## config.mk

```make
export PLATFORM = sky130hd
export DESIGN_NAME = alu_request_arbiter
export DESIGN_NICKNAME = d
export VERILOG_FILES = /design/src/rtl/alu_request_arbiter.sv
export SDC_FILE = /design/constraint.sdc
export NUM_CORES = 1
export LEC_CHECK = 0
export BUFFER_PORTS_ARGS = -buffer_cell sky130_fd_sc_hd__buf_2
export CORE_UTILIZATION = 25
export CTS_BUF_LIST = sky130_fd_sc_hd__clkbuf_4 sky130_fd_sc_hd__clkbuf_8
export DETAILED_ROUTE_END_ITERATION = 10
export SYNTH_ARGS = -nofsm -noshare
export SYNTH_HDL_FRONTEND = slang
export SYNTH_SLANG_ARGS = --single-unit
```

## constraint.sdc

```tcl
create_clock -name i_clk -period 3.9 [get_ports i_clk]
set_input_delay 0 -clock i_clk [delete_from_list [all_inputs] [get_ports i_clk]]
set_output_delay 0 -clock i_clk [all_outputs]
set_load 0.02 [all_outputs]
```

## src/rtl/alu_request_arbiter.sv

```systemverilog
// Two-port round-robin front end for a shared subtract / NAND / leading-ones / one-hot ALU.
// One command in flight at a time; the result is held on a valid/ready port until consumed.
module alu_request_arbiter #(
    parameter int WIDTH = 4,
    parameter int CNT_W = 8
) (
    input  logic             i_clk,
    input  logic             i_rst,
    input  logic             i_req0_valid,
    output logic             o_req0_ready,
    input  logic [1:0]       i_req0_op,
    input  logic [WIDTH-1:0] i_req0_a,
    input  logic [WIDTH-1:0] i_req0_b,
    input  logic             i_req1_valid,
    output logic             o_req1_ready,
    input  logic [1:0]       i_req1_op,
    input  logic [WIDTH-1:0] i_req1_a,
    input  logic [WIDTH-1:0] i_req1_b,
    output logic             o_res_valid,
    input  logic             i_res_ready,
    output logic [WIDTH-1:0] o_res_y,
    output logic             o_res_overflow,
    output logic             o_res_err,
    output logic             o_res_id,
    output logic             o_busy,
    output logic [CNT_W-1:0] o_op_count
);

    typedef enum logic [1:0] {IDLE = 2'd0, EXEC = 2'd1, HOLD = 2'd2} state_t;

    localparam logic [2*WIDTH-1:0] VEC_ONE = {{(2*WIDTH-1){1'b0}}, 1'b1};
    localparam logic [WIDTH:0]     CNT_ONE = {{WIDTH{1'b0}}, 1'b1};

    state_t             state_q;
    logic               ptr_q;
    logic [1:0]         op_q;
    logic [WIDTH-1:0]   a_q;
    logic [WIDTH-1:0]   b_q;
    logic               id_q;
    logic               res_valid_q;
    logic [WIDTH-1:0]   res_y_q;
    logic               res_ov_q;
    logic               res_err_q;
    logic               res_id_q;
    logic               busy_q;
    logic [CNT_W-1:0]   cnt_q;

    logic               req0_rdy_s;
    logic               req1_rdy_s;
    logic [2*WIDTH-1:0] vec_s;
    logic [WIDTH-1:0]   diff_s;
    logic [WIDTH:0]     lo_cnt_s;
    logic               lo_run_s;
    logic [WIDTH:0]     oh_idx_s;
    logic [WIDTH-1:0]   alu_y_d;
    logic               alu_ov_d;
    logic               alu_err_d;

    // Grant: sole requester wins, otherwise the pointer decides; only in IDLE.
    always_comb begin
        req0_rdy_s = 1'b0;
        req1_rdy_s = 1'b0;
        if (state_q == IDLE) begin
            req0_rdy_s = i_req0_valid & (~i_req1_valid | ~ptr_q);
            req1_rdy_s = i_req1_valid & (~i_req0_valid | ptr_q);
        end else begin
            req0_rdy_s = 1'b0;
            req1_rdy_s = 1'b0;
        end
    end

    assign o_req0_ready = req0_rdy_s;
    assign o_req1_ready = req1_rdy_s;

    // Shared units on the captured operands; counts/indices carry one extra bit for overflow.
    always_comb begin
        vec_s    = {b_q, a_q};
        diff_s   = a_q - b_q;
        lo_cnt_s = '0;
        lo_run_s = 1'b1;
        oh_idx_s = '0;
        for (int i = 2*WIDTH-1; i >= 0; i--) begin
            if (lo_run_s && vec_s[i]) begin
                lo_cnt_s = lo_cnt_s + CNT_ONE;
            end else begin
                lo_run_s = 1'b0;
            end
            if (vec_s[i]) begin
                oh_idx_s = (WIDTH+1)'(i);
            end else begin
                oh_idx_s = oh_idx_s;
            end
        end
        case (op_q)
            2'b00: begin
                alu_y_d   = diff_s;
                alu_ov_d  = (a_q[WIDTH-1] != b_q[WIDTH-1]) && (diff_s[WIDTH-1] != a_q[WIDTH-1]);
                alu_err_d = 1'b0;
            end
            2'b01: begin
                alu_y_d   = ~(a_q & b_q);
                alu_ov_d  = 1'b0;
                alu_err_d = 1'b0;
            end
            2'b10: begin
                alu_y_d   = lo_cnt_s[WIDTH-1:0];
                alu_ov_d  = lo_cnt_s[WIDTH];
                alu_err_d = 1'b0;
            end
            2'b11: begin
                alu_y_d   = oh_idx_s[WIDTH-1:0];
                alu_ov_d  = oh_idx_s[WIDTH];
                alu_err_d = ((vec_s & (vec_s - VEC_ONE)) != '0);
            end
            default: begin
                alu_y_d   = '0;
                alu_ov_d  = 1'b0;
                alu_err_d = 1'b0;
            end
        endcase
    end

    // Control FSM with all result outputs registered.
    always_ff @(posedge i_clk or posedge i_rst) begin
        if (i_rst) begin
            state_q     <= IDLE;
            ptr_q       <= 1'b0;
            op_q        <= 2'b00;
            a_q         <= '0;
            b_q         <= '0;
            id_q        <= 1'b0;
            res_valid_q <= 1'b0;
            res_y_q     <= '0;
            res_ov_q    <= 1'b0;
            res_err_q   <= 1'b0;
            res_id_q    <= 1'b0;
            busy_q      <= 1'b0;
            cnt_q       <= '0;
        end else begin
            case (state_q)
                IDLE: begin
                    if (req0_rdy_s || req1_rdy_s) begin
                        op_q    <= req1_rdy_s ? i_req1_op : i_req0_op;
                        a_q     <= req1_rdy_s ? i_req1_a  : i_req0_a;
                        b_q     <= req1_rdy_s ? i_req1_b  : i_req0_b;
                        id_q    <= req1_rdy_s;
                        ptr_q   <= req0_rdy_s;
                        busy_q  <= 1'b1;
                        state_q <= EXEC;
                    end
                end
                EXEC: begin
                    res_y_q     <= alu_y_d;
                    res_ov_q    <= alu_ov_d;
                    res_err_q   <= alu_err_d;
                    res_id_q    <= id_q;
                    res_valid_q <= 1'b1;
                    state_q     <= HOLD;
                end
                HOLD: begin
                    if (i_res_ready) begin
                        res_valid_q <= 1'b0;
                        cnt_q       <= cnt_q + {{(CNT_W-1){1'b0}}, 1'b1};
                        busy_q      <= 1'b0;
                        state_q     <= IDLE;
                    end
                end
                default: begin
                    res_valid_q <= 1'b0;
                    busy_q      <= 1'b0;
                    state_q     <= IDLE;
                end
            endcase
        end
    end

    assign o_res_valid    = res_valid_q;
    assign o_res_y        = res_y_q;
    assign o_res_overflow = res_ov_q;
    assign o_res_err      = res_err_q;
    assign o_res_id       = res_id_q;
    assign o_busy         = busy_q;
    assign o_op_count     = cnt_q;

endmodule

```

## Word level (Yosys, flattened, before mapping)

Index checks and enable logic that the tools add are counted.

- Bits of input ports: 25
- Output and inout bits: 19
- Flip-flop bits (word level): 31

- Equality and inequality tests: 9
- Bitwise gates (word level): 12
- Mux-type cells: 38
- Reductions and logical operators: 18
- $add $sub $neg: 10

Operator list:

| cell | number |
|---|---|
| two-way mux 5 bit | 14 |
| adder 5 x 1 -> 5 bit (second input constant) | 7 |
| one-hot mux 4 bit (4 select lines) | 1 |
| two-way mux 1 bit | 12 |
| adder 8 x 1 -> 8 bit (second input constant) | 1 |
| AND 8 bit | 1 |
| logical AND 1 bit | 8 |
| two-way mux 4 bit | 2 |
| AND reduction 2 bit | 4 |
| nonzero test 8 bit | 1 |
| subtractor 8 x 1 -> 8 bit (second input constant) | 1 |
| equality test 2 bit (second input constant) | 3 |
| two-way mux 2 bit | 3 |
| one-hot mux 1 bit (3 select lines) | 2 |
| one-hot mux 2 bit (3 select lines) | 1 |
| NOT 1 bit | 5 |
| AND 4 bit | 1 |
| equality test 2 x 1 -> 1 bit (second input constant) | 2 |
| logical NOT 2 bit | 2 |
| NOT 4 bit | 1 |
| one-hot mux 1 bit (4 select lines) | 1 |
| subtractor 4 bit | 1 |
| two-way mux 3 bit | 1 |
| AND reduction 3 bit | 1 |
| 8 further kinds | 11 |

## Longest topological paths before layout

- Depth after elaboration: 16
- Mapped depth: 18

## Worst setup path after synthesis

No wires, ideal clock.

- Path kind: register -> register
- Start point: register b_q[2]
- End point: register res_y_q[2], in the netlist o_res_y[2]
- Data arrival time: 3.446 ns
- Setup time: 0.082 ns
- Data required time: 3.818 ns
- Setup slack: 0.372 ns
- Cell stages (with the launch flop): 18
- Clock period less this slack: 3.528 ns
- Cell sequence: dfrtp_1 clkbuf_1 and2_1 ha_1 o21a_1 ha_1 nand2b_1 a31oi_1 o21a_1 ha_1 nand2_1 nand2_1 ha_1 and3b_1 o21ai_0 xor2_1 or4_1 a31oi_1

- Cells in the longest elaborated chain, start to end: 15

Ends and longest elaborated chain:

| item | RTL line | source |
|---|---|---|
| start: declaration | 38 | `logic [WIDTH-1:0] b_q;` |
| start signal: assignment | 145 | `b_q <= req1_rdy_s ? i_req1_b : i_req0_b;` |
| logical AND 1 bit | 83 | `if (lo_run_s && vec_s[i]) begin` |
| two-way mux 5 bit / two-way mux 1 bit (equally long branches) | 83 |  |
| adder 5 x 1 -> 5 bit / logical AND 1 bit (equally long branches) | 84, 83 |  |
| two-way mux 5 bit / two-way mux 1 bit (equally long branches) | 83 |  |
| adder 5 x 1 -> 5 bit / logical AND 1 bit (equally long branches) | 84, 83 |  |
| two-way mux 5 bit / two-way mux 1 bit (equally long branches) | 83 |  |
| adder 5 x 1 -> 5 bit / logical AND 1 bit (equally long branches) | 84, 83 |  |
| two-way mux 5 bit / two-way mux 1 bit (equally long branches) | 83 |  |
| adder 5 x 1 -> 5 bit / logical AND 1 bit (equally long branches) | 84, 83 |  |
| two-way mux 5 bit / two-way mux 1 bit (equally long branches) | 83 |  |
| adder 5 x 1 -> 5 bit / logical AND 1 bit (equally long branches) | 84, 83 |  |
| two-way mux 5 bit / two-way mux 1 bit (equally long branches) | 83 |  |
| adder 5 x 1 -> 5 bit / logical AND 1 bit (equally long branches) | 84, 83 |  |
| two-way mux 5 bit | 83 |  |
| one-hot mux 4 bit (4 select lines) (*) | 94 | `case (op_q)` |
| end signal: assignment | 153 | `res_y_q <= alu_y_d;` |
| end: declaration | 41 | `logic [WIDTH-1:0] res_y_q;` |

Mark *: on every way between the ends. The rest lies on a longest branch, timed or not.
A chain may end at the register's enable or synchronous reset.

## Worst setup path in the final report

- Start point: register b_q[3]
- End point: register res_y_q[2], in the netlist o_res_y[2]

- Cells in the longest elaborated chain, start to end: 16

Ends and longest elaborated chain:

| item | RTL line |
|---|---|
| two-way mux 1 bit | 83 |
| adder 5 x 1 -> 5 bit / logical AND 1 bit (equally long branches) | 84, 83 |
| two-way mux 5 bit / two-way mux 1 bit (equally long branches) | 83 |
| adder 5 x 1 -> 5 bit / logical AND 1 bit (equally long branches) | 84, 83 |
| two-way mux 5 bit / two-way mux 1 bit (equally long branches) | 83 |
| adder 5 x 1 -> 5 bit / logical AND 1 bit (equally long branches) | 84, 83 |
| two-way mux 5 bit / two-way mux 1 bit (equally long branches) | 83 |
| adder 5 x 1 -> 5 bit / logical AND 1 bit (equally long branches) | 84, 83 |
| two-way mux 5 bit / two-way mux 1 bit (equally long branches) | 83 |
| adder 5 x 1 -> 5 bit / logical AND 1 bit (equally long branches) | 84, 83 |
| two-way mux 5 bit / two-way mux 1 bit (equally long branches) | 83 |
| adder 5 x 1 -> 5 bit / logical AND 1 bit (equally long branches) | 84, 83 |
| two-way mux 5 bit / two-way mux 1 bit (equally long branches) | 83 |
| adder 5 x 1 -> 5 bit / logical AND 1 bit (equally long branches) | 84, 83 |
| two-way mux 5 bit | 83 |
| one-hot mux 4 bit (4 select lines) (*) | 94 |

Marked as above.

==> flow_summary.ini <==
[yosys]
async_reset_ff_frac = 1.00
syn_nets = 290
synth_edf_count = 0
syn_area_um2 = 2120
avgSynthCellArea_um2 = 8.41
yosysWarnings = 0
ys_types = 47
ys.flop_type = dfrtp_1
ys_seq_elements = 31
seq_area_frac_synth = 0.366
synthCells = 252

[sta]
hold_violations = 0
setup_tns_ns = 0
rsz0062_at_grt = false
max_freq_mhz = 281
report.final.slew_viol_count = 0
finClkSkew_ns = 0.00619
worst_hold_slack_ns = 0.00456
setup_viol = 0
slew_headroom = 0.453
worst_pin_slew_ns = 0.819
finalCritPeriodShare = 0.912
period_needed_ns = 3.56

[run_status]
outcome = finished, final reports clean

[power_and_ir_drop]
peakVddDrop_mv = 0.325
internal_power_mw = 1.23
cellLeakagePower_nw = 1.26
power.net_switching_mw = 1.02
power_frac_comb = 0.568
seqPwrFrac = 0.305
switching_share = 0.454
clock_power_share = 0.127
pwr_density_cell_nw_per_um2 = 824

[clock_tree]
cts_tree = built
clock_sinks = 31
cts_max_level = 2
numCtsBuffers = 5
path_clk_slew_ns = 0.07
insertion_delay_ns = 0.28
clk_path_buf_depth = 2
root_buffer = clkbuf_8

[place]
gp_congestion = 0.798
io_buffers = 43
dpl_cell_area_um2 = 2420
dpl.hpwl_mm = 3.76

[routing]
vias = 1956
postRouteAntennaNets = 0
drt_iter0_drc = 82
routed_wirelength_mm = 5.22
dr.pass1.iters = 4
vias_per_cell = 4.71
drc_errors = 0
wl_per_cell_um = 12.6

[worst_setup_path]
r2r-end = o_res_y[2]
crit_required_ns = 4.10
crit_fanout = 7
reg2reg_slack_ns = 0.34
critPathKind = register to register
crit_arrival_ns = 3.76
worst-r2r-cell-count = 16
end_kind = register
start_kind = register
startpoint = b_q[3]
r2r_start = b_q[3]

[layout]
nFillCells = 846
layout_commonest_cell = nand2_1
layout_common_cells = 44 x nand2_1, 43 x buf_2, 30 x dfrtp_1
design_area_um2 = 2730
nets = 347
syn_to_final_growth_pct = 29.0
n_antenna_cell = 0
final_layout_size_suffix_gt1_frac = 0.210
fin_util = 0.333

[global_routing]
grt_pass1_wl_mm = 8.80
grt_max_degree = 32
grt-ovfl-total = 0
antenna_found_initial = 0
track_usage = 0.127
first_global_vias = 1831

[hold_path]
holdCritStartpoint = i_req1_op[1]
min_path_cells = 3
hold_class = primary input to register
worstHoldEndpoint = op_q[1]

[die]
design.portCount = 44
die_w_um = 94.1
initial_utilization = 0.258
fp.dieH_um = 94.1
dieArea_um2 = 8850
num_rows = 33
coreArea_um2 = 8220

[job]
maxCapViolations = 0
==> layout make-up <==
cell class / instances / area, µm² / area share
inverter: 9 / 33.8 / 0.0124
tap: 105 / 131 / 0.0481
clock buffer: 8 / 104 / 0.0380
sequential: 31 / 777 / 0.284
multi-input combinational: 195 / 1240 / 0.455
timing repair buffer: 67 / 443 / 0.162
==> how the worst max path moves through the flow <==
stage | end | slack, ns | cells after the start
floorplan | o_res_y[2] | 0.37 | 17
global placement | o_res_y[2] | 0.27 | 16
detailed placement | o_res_y[2] | 0.16 | 16
CTS | o_res_y[2] | 0.14 | 16
global route | o_res_y[2] | 0.04 | 16
finish | o_res_y[2] | 0.34 | 16
==> power groups by stage <==
stage / registers (mW) / logic, mW / clock network [mW]
2_1_floorplan: 0.663 / 0.893 / 0
3_3_place_gp: 0.693 / 1.13 / 0
3_5_place_dp: 0.698 / 1.16 / 0
4_1_cts: 0.691 / 1.25 / 0.293
5_1_grt: 0.722 / 1.44 / 0.305
6_report: 0.687 / 1.28 / 0.285
==> sequential cells by signal (all words and copies together), names as in the netlist <==
name and count:
op_q 2, o_res_y 4, a_q 4, o_res_overflow 1, id_q 1, o_op_count 8, o_res_err 1, b_q 4
o_res_id 1, o_busy 1, ptr_q 1, o_res_valid 1, state_q 2
==> through the flow <==
stage	instances	power (mW)	worst slack [ns]
after global placement	387	1.82	0.272
after floorplan	252	1.56	0.372
after CTS	414	2.23	0.139
final	415	2.25	0.342
after global routing	415	2.46	0.0411
after detailed placement	387	1.85	0.160
==> worst max-delay path, stage by stage, from the launching register on <==
cell	delay (ns)
dfrtp_2	0.44
and2_1	0.19
ha_1	0.32
o21a_1	0.20
ha_1	0.32
nand2b_1	0.08
a31oi_1	0.08
o21a_2	0.28
ha_4	0.25
nand2_1	0.06
nand2_1	0.05
ha_1	0.21
a21boi_0	0.17
o21ai_1	0.10
xor2_1	0.17
or4_1	0.40
a31oi_1	0.16
==> cell usage after synthesis, types with 5 or more instances <==
| master | n | area [µm²] |
|---|---|---|
| nand2_1 | 44 | 165 |
| dfrtp_1 | 31 | 776 |
| nor2_1 | 25 | 93.8 |
| a31oi_1 | 14 | 87.6 |
| clkbuf_1 | 12 | 45.0 |
| ha_1 | 12 | 150 |
| a21oi_1 | 10 | 50.1 |
| inv_1 | 9 | 33.8 |
| o21ai_0 | 7 | 35.0 |
| xnor2_1 | 7 | 61.3 |
| nand2b_1 | 6 | 37.5 |
| nand4_1 | 6 | 37.5 |
| o21a_1 | 6 | 45.0 |
| nand3_1 | 5 | 25.0 |
==> logic make-up after synthesis <==
group | share of synthesized area
adders and majority gates | 0.0851
muxes | 0.0148
xor gates and xnor gates | 0.0484
buffers and inverters | 0.0532
and+or+nand+nor | 0.262
DFF | 0.366
AOI/OAI and AO/OA | 0.170
==> metal layers <==
metal / vias up / track usage / part of all wire
met1: 909 / 0.170 / 0.49
met5: - / 0 / 0
met3: 0 / 0.0291 / 0.052
met2: 51 / 0.208 / 0.46
li1: 996 / - / -
met4: 0 / 0.0269 / 0
==> repair_timing <==
item,in CTS,in global routing
hold endpoints to repair,42,0
hold buffers,19,0
setup endpoints to repair,0,1
setup buffers,0,1
resized for setup,0,4
Power figures use the tool's default switching activity.
